`src/rtl/zuc_eea3_framer_if.sv`:
```
// Command, input-stream, EEA3-control and EEA3-data channels of the framer.
// The master view is the framer itself; the slave view is its surroundings.
interface zuc_eea3_framer_if #(
   parameter int unsigned bw = 8,
   parameter int unsigned lw = 32
);
   localparam int unsigned kw = 32 / bw;

   logic            s_cmd_valid;
   logic            s_cmd_ready;
   logic [31:0]     s_cmd_count;
   logic [4:0]      s_cmd_bearer;
   logic            s_cmd_direction;
   logic [127:0]    s_cmd_ck;
   logic [lw-1:0]   s_cmd_length;

   logic            s_valid;
   logic            s_ready;
   logic [31:0]     s_data;

   logic            m_ctl_valid;
   logic            m_ctl_ready;
   logic [31:0]     m_ctl_count;
   logic [4:0]      m_ctl_bearer;
   logic            m_ctl_direction;
   logic [127:0]    m_ctl_ck;

   logic            m_valid;
   logic            m_ready;
   logic            m_last;
   logic [31:0]     m_data;
   logic [kw-1:0]   m_keep;

   modport master (
      input  s_cmd_valid, s_cmd_count, s_cmd_bearer, s_cmd_direction, s_cmd_ck, s_cmd_length,
      output s_cmd_ready,
      input  s_valid, s_data,
      output s_ready,
      output m_ctl_valid, m_ctl_count, m_ctl_bearer, m_ctl_direction, m_ctl_ck,
      input  m_ctl_ready,
      output m_valid, m_last, m_data, m_keep,
      input  m_ready
   );

   modport slave (
      output s_cmd_valid, s_cmd_count, s_cmd_bearer, s_cmd_direction, s_cmd_ck, s_cmd_length,
      input  s_cmd_ready,
      output s_valid, s_data,
      input  s_ready,
      input  m_ctl_valid, m_ctl_count, m_ctl_bearer, m_ctl_direction, m_ctl_ck,
      output m_ctl_ready,
      input  m_valid, m_last, m_data, m_keep,
      output m_ready
   );
endinterface

```
`src/rtl/zuc_eea3_framer.sv`:
```
// Framing stage ahead of zuc_eea3: turns a length-tagged command plus an
// unframed word stream into one control beat and a last/keep-annotated stream.
module zuc_eea3_framer #(
   parameter int unsigned bw = 8,
   parameter int unsigned lw = 32
) (
   input  logic              clk,
   input  logic              resetn,
   zuc_eea3_framer_if.master bus
);
   localparam int unsigned KW = 32 / bw;
   localparam int unsigned CW = lw - 4;

   typedef enum logic [1:0] {IDLE, CTL, DATA} state_e;

   state_e          state_q, state_d;
   logic [CW-1:0]   words_q, words_d;
   logic [KW-1:0]   last_keep_q, last_keep_d;
   logic [31:0]     count_q, count_d;
   logic [4:0]      bearer_q, bearer_d;
   logic            direction_q, direction_d;
   logic [127:0]    ck_q, ck_d;

   logic [4:0]      rem;
   logic [CW-1:0]   cmd_words;
   logic [KW-1:0]   cmd_keep;
   logic            word_last;

   assign rem = bus.s_cmd_length[4:0];
   // ceil(length/32) without ever widening the length itself
   assign cmd_words = CW'(bus.s_cmd_length[lw-1:5]) + CW'(rem != 5'd0);
   assign word_last = (words_q == CW'(1));

   // Lane i of the final word carries data when it starts below rem
   always_comb begin : keep_calc
      cmd_keep = '0;
      for (int unsigned i = 0; i < KW; i++) begin
         cmd_keep[i] = (rem == 5'd0) || ((i * bw) < 32'(rem));
      end
   end

   always_ff @(posedge clk or negedge resetn) begin : state_reg
      if (!resetn) begin
         state_q     <= IDLE;
         words_q     <= '0;
         last_keep_q <= '0;
         count_q     <= '0;
         bearer_q    <= '0;
         direction_q <= 1'b0;
         ck_q        <= '0;
      end else begin
         state_q     <= state_d;
         words_q     <= words_d;
         last_keep_q <= last_keep_d;
         count_q     <= count_d;
         bearer_q    <= bearer_d;
         direction_q <= direction_d;
         ck_q        <= ck_d;
      end
   end

   always_comb begin : fsm_comb
      state_d         = state_q;
      words_d         = words_q;
      last_keep_d     = last_keep_q;
      count_d         = count_q;
      bearer_d        = bearer_q;
      direction_d     = direction_q;
      ck_d            = ck_q;
      bus.s_cmd_ready = 1'b0;
      bus.m_ctl_valid = 1'b0;
      bus.s_ready     = 1'b0;
      bus.m_valid     = 1'b0;
      bus.m_last      = 1'b0;
      bus.m_keep      = '0;

      case (state_q)
         IDLE: begin
            bus.s_cmd_ready = 1'b1;
            if (bus.s_cmd_valid) begin
               count_d     = bus.s_cmd_count;
               bearer_d    = bus.s_cmd_bearer;
               direction_d = bus.s_cmd_direction;
               ck_d        = bus.s_cmd_ck;
               words_d     = cmd_words;
               last_keep_d = cmd_keep;
               // Zero-length messages are swallowed without a control beat
               if (bus.s_cmd_length != '0) begin
                  state_d = CTL;
               end
            end
         end
         CTL: begin
            bus.m_ctl_valid = 1'b1;
            if (bus.m_ctl_ready) begin
               state_d = DATA;
            end
         end
         DATA: begin
            bus.m_valid = bus.s_valid;
            bus.s_ready = bus.m_ready;
            bus.m_last  = word_last;
            bus.m_keep  = word_last ? last_keep_q : '1;
            if (bus.s_valid && bus.m_ready) begin
               words_d = words_q - CW'(1);
               if (word_last) begin
                  state_d = IDLE;
               end
            end
         end
         default: state_d = IDLE;
      endcase
   end

   assign bus.m_data          = bus.s_data;
   assign bus.m_ctl_count     = count_q;
   assign bus.m_ctl_bearer    = bearer_q;
   assign bus.m_ctl_direction = direction_q;
   assign bus.m_ctl_ck        = ck_q;
endmodule
```
`src/flat_wrapper.sv`:
```
// flat-port wrapper written by rule: the top's interface ports become plain ports
module zuc_eea3_framer_flat 
#(
   parameter int unsigned bw = 8,
   parameter int unsigned lw = 32
)
  (clk, resetn, bus_s_cmd_valid, bus_s_cmd_count, bus_s_cmd_bearer, bus_s_cmd_direction, bus_s_cmd_ck, bus_s_cmd_length, bus_s_cmd_ready, bus_s_valid, bus_s_data, bus_s_ready, bus_m_ctl_valid, bus_m_ctl_count, bus_m_ctl_bearer, bus_m_ctl_direction, bus_m_ctl_ck, bus_m_ctl_ready, bus_m_valid, bus_m_last, bus_m_data, bus_m_keep, bus_m_ready);
  zuc_eea3_framer_if #(.bw(bw), .lw(lw)) bus_i ();
  input  logic clk;
  input  logic resetn;
  input wire logic [$bits(bus_i.s_cmd_valid)-1:0] bus_s_cmd_valid;
  input wire logic [$bits(bus_i.s_cmd_count)-1:0] bus_s_cmd_count;
  input wire logic [$bits(bus_i.s_cmd_bearer)-1:0] bus_s_cmd_bearer;
  input wire logic [$bits(bus_i.s_cmd_direction)-1:0] bus_s_cmd_direction;
  input wire logic [$bits(bus_i.s_cmd_ck)-1:0] bus_s_cmd_ck;
  input wire logic [$bits(bus_i.s_cmd_length)-1:0] bus_s_cmd_length;
  output wire logic [$bits(bus_i.s_cmd_ready)-1:0] bus_s_cmd_ready;
  input wire logic [$bits(bus_i.s_valid)-1:0] bus_s_valid;
  input wire logic [$bits(bus_i.s_data)-1:0] bus_s_data;
  output wire logic [$bits(bus_i.s_ready)-1:0] bus_s_ready;
  output wire logic [$bits(bus_i.m_ctl_valid)-1:0] bus_m_ctl_valid;
  output wire logic [$bits(bus_i.m_ctl_count)-1:0] bus_m_ctl_count;
  output wire logic [$bits(bus_i.m_ctl_bearer)-1:0] bus_m_ctl_bearer;
  output wire logic [$bits(bus_i.m_ctl_direction)-1:0] bus_m_ctl_direction;
  output wire logic [$bits(bus_i.m_ctl_ck)-1:0] bus_m_ctl_ck;
  input wire logic [$bits(bus_i.m_ctl_ready)-1:0] bus_m_ctl_ready;
  output wire logic [$bits(bus_i.m_valid)-1:0] bus_m_valid;
  output wire logic [$bits(bus_i.m_last)-1:0] bus_m_last;
  output wire logic [$bits(bus_i.m_data)-1:0] bus_m_data;
  output wire logic [$bits(bus_i.m_keep)-1:0] bus_m_keep;
  input wire logic [$bits(bus_i.m_ready)-1:0] bus_m_ready;
  assign bus_i.s_cmd_valid = bus_s_cmd_valid;
  assign bus_i.s_cmd_count = bus_s_cmd_count;
  assign bus_i.s_cmd_bearer = bus_s_cmd_bearer;
  assign bus_i.s_cmd_direction = bus_s_cmd_direction;
  assign bus_i.s_cmd_ck = bus_s_cmd_ck;
  assign bus_i.s_cmd_length = bus_s_cmd_length;
  assign bus_s_cmd_ready = bus_i.s_cmd_ready;
  assign bus_i.s_valid = bus_s_valid;
  assign bus_i.s_data = bus_s_data;
  assign bus_s_ready = bus_i.s_ready;
  assign bus_m_ctl_valid = bus_i.m_ctl_valid;
  assign bus_m_ctl_count = bus_i.m_ctl_count;
  assign bus_m_ctl_bearer = bus_i.m_ctl_bearer;
  assign bus_m_ctl_direction = bus_i.m_ctl_direction;
  assign bus_m_ctl_ck = bus_i.m_ctl_ck;
  assign bus_i.m_ctl_ready = bus_m_ctl_ready;
  assign bus_m_valid = bus_i.m_valid;
  assign bus_m_last = bus_i.m_last;
  assign bus_m_data = bus_i.m_data;
  assign bus_m_keep = bus_i.m_keep;
  assign bus_i.m_ready = bus_m_ready;
  zuc_eea3_framer #(.bw(bw), .lw(lw)) u_core (.clk(clk), .resetn(resetn), .bus(bus_i));
endmodule
```
`config.mk`:
```
export PLATFORM = sky130hd
export DESIGN_NAME = zuc_eea3_framer_flat
export DESIGN_NICKNAME = d
export VERILOG_FILES = /design/src/rtl/zuc_eea3_framer_if.sv /design/src/rtl/zuc_eea3_framer.sv /design/src/flat_wrapper.sv
export SDC_FILE = /design/constraint.sdc
export NUM_CORES = 1
export LEC_CHECK = 0
export CAP_MARGIN = 30
export CELL_PAD_IN_SITES_DETAIL_PLACEMENT = 0
export CELL_PAD_IN_SITES_GLOBAL_PLACEMENT = 2
export CORE_MARGIN = 8
export CORE_UTILIZATION = 22
export DETAILED_ROUTE_END_ITERATION = 7
export GPL_ROUTABILITY_DRIVEN = 0
export GPL_TIMING_DRIVEN = 0
export PLACE_DENSITY = 0.87
export SYNTH_ARGS = -nofsm -noshare
export SYNTH_HDL_FRONTEND = slang
export SYNTH_SLANG_ARGS = --single-unit
```
`constraint.sdc`:
```
create_clock -name clk -period 2.9 [get_ports clk]
set_clock_uncertainty 0.2 [all_clocks]
set_input_delay 0.29 -clock clk [delete_from_list [all_inputs] [get_ports clk]]
set_output_delay 0.29 -clock clk [all_outputs]
set_load 0.01 [all_outputs]
```
## Word-level counts from Yosys, hierarchy flattened

Cells that the tools add are included.
W data, S select, Z words.

| word-level totals | value |
|---|---|
| register bits after elaboration | 200 |
| input port bits | 236 |
| output and inout bits | 207 |
| logic and storage cells | 50 |

| cells by class | value |
|---|---|
| add/sub/neg operators | 2 |
| order comparisons | 4 |
| equal/unequal tests | 8 |
| muxes and demuxes | 16 |
| reduce and logical (&&, ||, !) cells | 13 |

Operators with widths:

| kind | number |
|---|---|
| $mux W28 | 2 |
| $pmux W28 S2 | 1 |
| $reduce_bool A32 Y1 | 1 |
| $add A27 B1 Y28 | 1 |
| $eq A28 B1 Y1 const B | 1 |
| $sub A28 B1 Y28 const B | 1 |
| $lt A5 B5 Y1 const A | 2 |
| $mux W2 | 5 |
| $mux W4 | 2 |
| $ne A2 B1 Y1 const B | 3 |
| $pmux W2 S3 | 1 |
| $logic_not A5 Y1 | 1 |
| $lt A1 B5 Y1 const A | 1 |
| $lt A4 B5 Y1 const A | 1 |
| $mux W1 | 5 |
| $reduce_and A5 Y1 | 1 |
| $reduce_bool A5 Y1 | 1 |
| $logic_or A1 B1 Y1 | 4 |
| $ne A2 B2 Y1 const B | 2 |
| $reduce_and A3 Y1 | 1 |
| $eq A2 B1 Y1 const B | 1 |
| $eq A2 B2 Y1 const B | 1 |
| $logic_not A2 Y1 | 1 |
| $reduce_and A2 Y1 | 1 |
| 2 further kinds | 2 |

## Longest topological paths before layout

Gate-level depths: netlist of run 1.

| logic depth | value |
|---|---|
| word-level depth | 4 |
| gate-level depth with buffers | 10 |
| depth with buffers taken out | 9 |

## Worst setup path after synthesis of run 1

OpenSTA, ideal clock, no wires.

| timing | value |
|---|---|
| kind | in2reg |
| from | in bus_s_cmd_length[0] |
| to | reg u_core.words_q[22] |
| library setup time | 123 ps |
| data arrival time | 2269 ps |
| required time | 2577 ps |
| slack | 308 ps |
| cell stages on the path | 9 |
| buffers on the path | 1 |
| path through | or3_1 -> or3_1 -> ha_1 -> ha_1 -> and4_1 -> clkbuf_1 -> nand4_1 -> xnor2_1 -> o221a_1 |

| between the ends | value |
|---|---|
| word-level cells in the longest chain between the ends | 4 |

Ends and longest elaborated chain:

| element | line | RTL |
|---|---|---|
| start, declared | flat_wrapper.sv:16 | `input wire logic [$bits(bus_i.s_cmd_length)-1:0] bus_s_cmd_length;` |
| $reduce_bool A5 Y1 | zuc_eea3_framer.sv:31 | `assign cmd_words = CW'(bus.s_cmd_length[lw-1:5]) + CW'(rem != 5'd0);` |
| $add A27 B1 Y28 | zuc_eea3_framer.sv:31 |  |
| $mux W28 | zuc_eea3_framer.sv:80 | `if (bus.s_cmd_valid) begin` |
| $pmux W28 S2 | zuc_eea3_framer.sv:77 | `case (state_q)` |
| end signal, assigned | zuc_eea3_framer.sv:53 | `words_q <= words_d;` |
| end, declared | zuc_eea3_framer.sv:17 | `logic [CW-1:0] words_q, words_d;` |

No other way between the ends. The select of a mux whose other input is x is not followed.
A chain may end at the register's enable or synchronous reset.

## Worst setup path in the final report of run 1

| timing | value |
|---|---|
| from | in bus_s_cmd_length[0] |
| to | reg u_core.words_q[6] |

Same word-level chain as after synthesis.

==> impl_metrics.tcl, run 1 <==
set metrics [dict create \
    cts.clk_slew.worst_paths_ns 0.07 \
    required_ns 3.07 \
    die_y_um 219.8 \
    rsz0062_at_grt "false" \
    maxSlewHeadroom_pct 47.55 \
    synth_edf_count 0 \
    yosys_warnings 0 \
    hold-worst-slack_ns 0.1069 \
    vias 8787 \
    path_class "in2reg" \
    htree_levels 4 \
    instances_no_fill 2041 \
    p_int_mw 8.663 \
    cp_data_arrival_time_ns 2.98 \
    seq_area_sq_um 5009 \
    post-dp-hpwl_um 29060 \
    cts_buffer_depth 2 \
    final_nets 1738 \
    wl_per_cell_um 18.34 \
    grt_first_pass_wirelength_um 55590 \
    gr-usage-all-layers_pct 14.98 \
    port_buffers 408 \
    critPathLaunchType "primary input" \
    syn_nets 1302 \
    final_util_pct 35.68 \
    power.density_nw_per_um2 962.8 \
    avgSynthCellArea_sq_um 8.613 \
    clk_latency_ns 0.45 \
    yosys.area.top_type "dfrtp_1" \
    pwr-share-seq_pct 35.7 \
    clockRootBuffer "clkbuf_16" \
    finalHoldViolations 0 \
    maxSlewViolCount 0 \
    drtIter0Drc 330 \
    max_freq_ghz 0.3559 \
    antenna_found_initial 1 \
    initial_core_util_pct 22.33 \
    dieWidth_um 219.8 \
    path_max_fanout 7 \
    synth_cells 1061 \
    routed_wl_um 37440 \
    rows 74 \
    irDropWorstVdd_v 0.0005752 \
    synthArstFlopShare_pct 100.0 \
    overflow 0 \
    grt_max_degree 106 \
    max_slew.worst_pin.slew_ns 0.7867 \
    grt_pass1_vias 9062 \
    nFillCells 4248 \
    ys_ff_latch 200 \
    vias_per_cell 4.305 \
    combPwrFrac_pct 47.1 \
    ys_seq_area_share_pct 54.76 \
    power.share.clock_pct 17.2 \
    cts_tree "done" \
    synth_top_area_share_pct 54.76 \
    clock_sinks 200 \
    multi_input_area_sq_um 3689 \
    maxCapViolations 0 \
    drive_gt1_share_pct 7.162 \
    hold_class "in2reg" \
    die-area_sq_um 48320 \
    core_sq_um 40920 \
    finalCriticalPeriod_ns 2.810 \
    synth_area_leaders "dfrtp_1, nand2_1, buf_4" \
    synth_area_sq_um 9139 \
    period_share_pct 96.88 \
    status "finished, final reports clean" \
    cts_buffers 17 \
    leakage_nw 6.549 \
    power.switching_mw 5.396 \
    p_total_mw 14.06 \
    end_kind "flop" \
    timing.setup.tns_ns 0 \
    ant_nets 0 \
    ios 443 \
    dominantRegCellSynth "dfrtp_1" \
    switching_share_pct 38.38 \
    synth_cell_types 61 \
    area_growth_pct 59.78 \
    setup_viol 0 \
    drc 0 \
    first_pass_iters 5 \
    dpl.cell_count 2003 \
]
==> worst paths after layout <==
| kind | from | slack, ns | end | depth (start not counted) |
|---|---|---|---|---|
| worst min-delay path | bus_s_cmd_length[13] | 0.11 | u_core.words_q[8] | 3 |
| min in group asynchronous | resetn | 0.26 | u_core.bus.m_ctl_count[19] | 2 |
| worst max register to register | u_core.words_q[0] | 0.19 | u_core.words_q[24] | 7 |
| worst min register to register | u_core.last_keep_q[0] | 0.27 | u_core.last_keep_q[0] | 1 |
| max in group asynchronous | resetn | 1.16 | u_core.words_q[4] | 3 |
| worst max-delay path | bus_s_cmd_length[0] | 0.09 | u_core.words_q[6] | 11 |
==> metrics by stage <==
stage,instance area (sq um),setup slack [ns]
after global placement,13890,-8.076
after CTS,14610,0.001029
after detailed placement,13940,-0.4480
final,14600,0.09050
after floorplan,9139,0.3078
after global routing,14600,0.005155
==> critical path, stage by stage <==
cell and delay (ns):
clkdlybuf4s50_1 0.39, or3_1 0.46, or3_4 0.40, ha_1 0.21
ha_1 0.23, and4_1 0.22, clkbuf_2 0.18, nand2_1 0.11
xnor2_1 0.19, o22ai_1 0.13, a21oi_1 0.18
==> state kept, by name, summed over array words and instances, names as in the netlist <==
register	count
u_core.bus.m_ctl_bearer	5
u_core.bus.m_ctl_ck	128
u_core.bus.m_ctl_count	32
u_core.bus.m_ctl_direction	1
u_core.last_keep_q	4
u_core.state_q	2
u_core.words_q	28
==> timing repair <==
item / 4_1_cts / 5_1_grt
pin swaps: 2 / 0
hold buffers: 1 / 0
hold endpoints to repair: 95 / 0
setup endpoints to repair: 25 / 10
setup buffers: 6 / 0
resized for setup: 23 / 11
==> synth_stat cells (12+ instances only) <==
| cell | count |
|---|---|
| nand2_1 | 521 |
| a21oi_1 | 16 |
| nand4_1 | 16 |
| o21ai_0 | 14 |
| xor2_1 | 14 |
| dfrtp_1 | 200 |
| buf_4 | 34 |
| nor3_1 | 12 |
| nor2_1 | 39 |
| nor4_1 | 19 |
| nand3_1 | 20 |
| clkbuf_1 | 47 |
==> cells by family (layout without fill, tap and decap cells) <==
family / Yosys count / after routing / share of synthesized area (%)
muxes: 3 / 3 / 0.3696
other: 0 / 1 / 0
buffers and inverters: 91 / 538 / 5.394
DFF: 200 / 200 / 54.76
xor gates and xnor gates: 25 / 25 / 2.396
and+or+nand+nor: 662 / 662 / 30.72
adders and majority gates: 5 / 5 / 0.6846
AOI/OAI and AO/OA: 75 / 75 / 5.668
==> per-layer routing <==
metal	share of wire [%]	up-vias	global-route usage, %
met4	1.9	2	4.662
met2	51	257	25.87
met5	0.035	-	0
met1	41	4217	17.65
met3	6.3	36	4.497
li1	-	4275	-
==> power by group through the flow <==
| stage | clock [mW] | sequential, mW | combinational [mW] |
|---|---|---|---|
| 2_1_floorplan | 0 | 5.47 | 2.28 |
| 3_3_place_gp | 0 | 5.00 | 6.63 |
| 3_5_place_dp | 0 | 5.03 | 6.69 |
| 4_1_cts | 2.52 | 5.01 | 6.78 |
| 5_1_grt | 2.61 | 5.19 | 7.25 |
| 6_report | 2.42 | 5.01 | 6.62 |
==> cell type report <==
type	instances	area share [%]
multi-input cells	770	25.26
clock inverters	10	0.8312
well taps	532	4.559
flip-flops and latches	200	34.30
inverters	6	0.1542
repair buffers	417	28.56
diodes	1	0.01714
clock buffers	20	3.059
plain buffers	85	3.256
==> cells in the final DEF, fill, tap and decap left out, drive strengths merged, types with 12 or more instances in the layout <==
| cell type | count |
|---|---|
| nand2 | 521 |
| clkdlybuf4s50 | 402 |
| dfrtp | 200 |
| clkbuf | 71 |
| buf | 47 |
| nor2 | 40 |
| nor4 | 22 |
| nand3 | 21 |
| o21ai | 19 |
| nand4 | 17 |
| a21oi | 16 |
| xor2 | 14 |
| nor3 | 12 |
Power figures use the tool's default switching activity.
==> run 2, diff against run 1 <==
- CAP_MARGIN: 30 -> not set
- SLEW_MARGIN: not set -> 20
==> run 2 against run 1 <==
  * Routed wire length increased by 1.0%
  * Critical path depth decreased by 4
  * Flip-flop and latch count unchanged
  * Global-route usage increased by 0.27 points
  * Sequential power about the same
  * Final area increased by 0.85%
==> impl_metrics.tcl, run 2 (synthesis results as in run 1) <==
set metrics [dict create \
    status "finished, final reports clean" \
    r2r-end "u_core.words_q[24]" \
    cts_buffers 17 \
    cts.clk_slew.worst_paths_ns 0.08 \
    ant_nets 0 \
    pwr-share-seq_pct 35.1 \
    leakage_nw 6.623 \
    wl_per_cell_um 18.43 \
    cts_tree "done" \
    period_share_pct 95.65 \
    clock_sinks 200 \
    max_slew.worst_pin.slew_ns 0.7990 \
    largest_register_ffs 128 \
    grt_max_degree 85 \
    critPathLaunchType "flop" \
    irDropWorstVdd_v 0.0005390 \
    hold-worst-slack_ns 0.1173 \
    port_buffers 408 \
    p_total_mw 14.22 \
    overflow 0 \
    rrSetupSlack_ns 0.22 \
    htree_levels 4 \
    switching_share_pct 38.79 \
    first_pass_iters 5 \
    cp_data_arrival_time_ns 2.28 \
    nFillCells 4274 \
    die_y_um 219.8 \
    hold_class "in2reg" \
    startpoint "u_core.words_q[14]" \
    antenna_found_initial 1 \
    grt_pass1_vias 9086 \
    finalHoldViolations 0 \
    clk_latency_ns 0.49 \
    core_sq_um 40920 \
    power.share.clock_pct 17.7 \
    power.density_nw_per_um2 965.6 \
    rows 74 \
    finalCriticalPeriod_ns 2.774 \
    combPwrFrac_pct 47.2 \
    final_area_sq_um 14730 \
    gr-usage-all-layers_pct 15.25 \
    dpl.cell_count 2003 \
    drtIter0Drc 389 \
    path_class "reg2out" \
    critical_path.slowest_cell "or4_4" \
    ios 443 \
    maxSlewViolCount 0 \
    drive_gt1_share_pct 8.163 \
    cpPeakStageDelay_ns 0.55 \
    cts_buffer_depth 2 \
    area_growth_pct 61.13 \
    path_max_fanout 5 \
    vias_per_cell 4.315 \
    drc 0 \
    power.switching_mw 5.515 \
    dieWidth_um 219.8 \
    dpl_cell_area_sq_um 13950 \
    reg2reg_depth 7 \
    final_nets 1747 \
    seq_area_sq_um 5010 \
    grt_first_pass_wirelength_um 55720 \
    rsz0062_at_grt "false" \
    instances_no_fill 2052 \
    max_freq_ghz 0.3605 \
    maxSlewHeadroom_pct 46.73 \
    routed_wl_um 37820 \
    crit_end "bus_m_keep[1]" \
    crit-reg2reg-launch "u_core.words_q[0]" \
    p_int_mw 8.704 \
    layout_commonest_cell "nand2_1" \
    multi_input_area_sq_um 3705 \
    initial_core_util_pct 22.33 \
    maxCapViolations 0 \
    cpMostUsedCell "nor2_1" \
    end_kind "output port" \
    die-area_sq_um 48320 \
    timing.setup.tns_ns 0 \
    required_ns 2.41 \
    setup_viol 0 \
    clockRootBuffer "clkbuf_16" \
    worstPathCellList "or4_4, nor3_4, nand4_1, buf_6, nor2_1, nor2_1, buf_2" \
    post-dp-hpwl_um 29160 \
    final_cell_mix "nand2_1, clkdlybuf4s50_1, dfrtp_1, buf_4, clkbuf_1" \
    vias 8855 \
]
==> run 2: cell types whose count changed in the layout (fill, tap and decap cells not counted), moves of 2 or more <==
| cell | before | now |
|---|---|---|
| buf_2 | 1 | 5 |
| buf_4 | 39 | 47 |
| clkbuf_1 | 45 | 42 |
| clkbuf_2 | 8 | 6 |
| clkbuf_8 | 1 | 3 |
| inv_8 | 0 | 3 |
==> run 2: worst min-delay path by stage <==
stage                                     start                          to  slack [ns]  cells after the start
after floorplan                          resetn  u_core.bus.m_ctl_bearer[0]       -0.21                      0
after global placement    u_core.last_keep_q[0]       u_core.last_keep_q[0]        0.25                      1
after detailed placement                 resetn  u_core.bus.m_ctl_count[18]        0.07                      1
after CTS                      bus_s_cmd_ck[70]     u_core.bus.m_ctl_ck[70]        0.07                      3
after global routing           bus_s_cmd_ck[74]     u_core.bus.m_ctl_ck[74]        0.09                      3
final                           bus_s_cmd_ck[6]      u_core.bus.m_ctl_ck[6]        0.12                      3
==> run 2: final cells by class <==
cell class                 instances  area share (%)
antenna                            1         0.01699
multi-input combinational        770           25.16
clock buffer                      20           3.169
buffer                            85           3.237
clock inverter                    12          0.8752
inverter                           6          0.1529
tap                              532           4.520
timing repair buffer             426           28.85
sequential                       200           34.02
==> run 2: worst max-delay path: cells and delay by family (launching register included) <==
kind	cells	cell delay [ns]
buffers and inverters	2	0.34
flip-flops	1	0.39
AND/OR/NAND/NOR	5	1.06
==> run 2: metrics by stage <==
stage	util [%]	setup slack, ns
after floorplan	-	0.3078
after global placement	33.94	-8.076
after detailed placement	34.08	-0.8387
after CTS	35.83	0.002841
after global routing	35.98	0.01360
final	35.98	0.1262
==> run 2: power by group through the flow <==
stage	combinational [mW]	sequential [mW]	clock (mW)
after detailed placement	6.67	5.03	0
after floorplan	2.28	5.47	0
after global routing	7.36	5.17	2.71
final	6.71	5.00	2.51
after CTS	6.79	4.99	2.62
after global placement	6.63	5.00	0
==> run 2: what timing repair did <==
| item | CTS | global route |
|---|---|---|
| resized for setup | 32 | 12 |
| endpoints found under the hold margin | 93 | 0 |
| endpoints found under the setup margin | 66 | 10 |
| pin swaps | 3 | 4 |
| hold buffers | 2 | 0 |
| buffers inserted | 8 | 6 |
==> run 2: per-layer routing <==
layer	vias up	wire (um)	global-route usage, %	share of wire (%)
met5	-	13	0	0.034
met4	2	839	5.767	2.2
met3	53	2640	5.471	7.0
met2	265	19150	25.76	51
met1	4221	15170	17.52	40
li1	4314	-	-	-
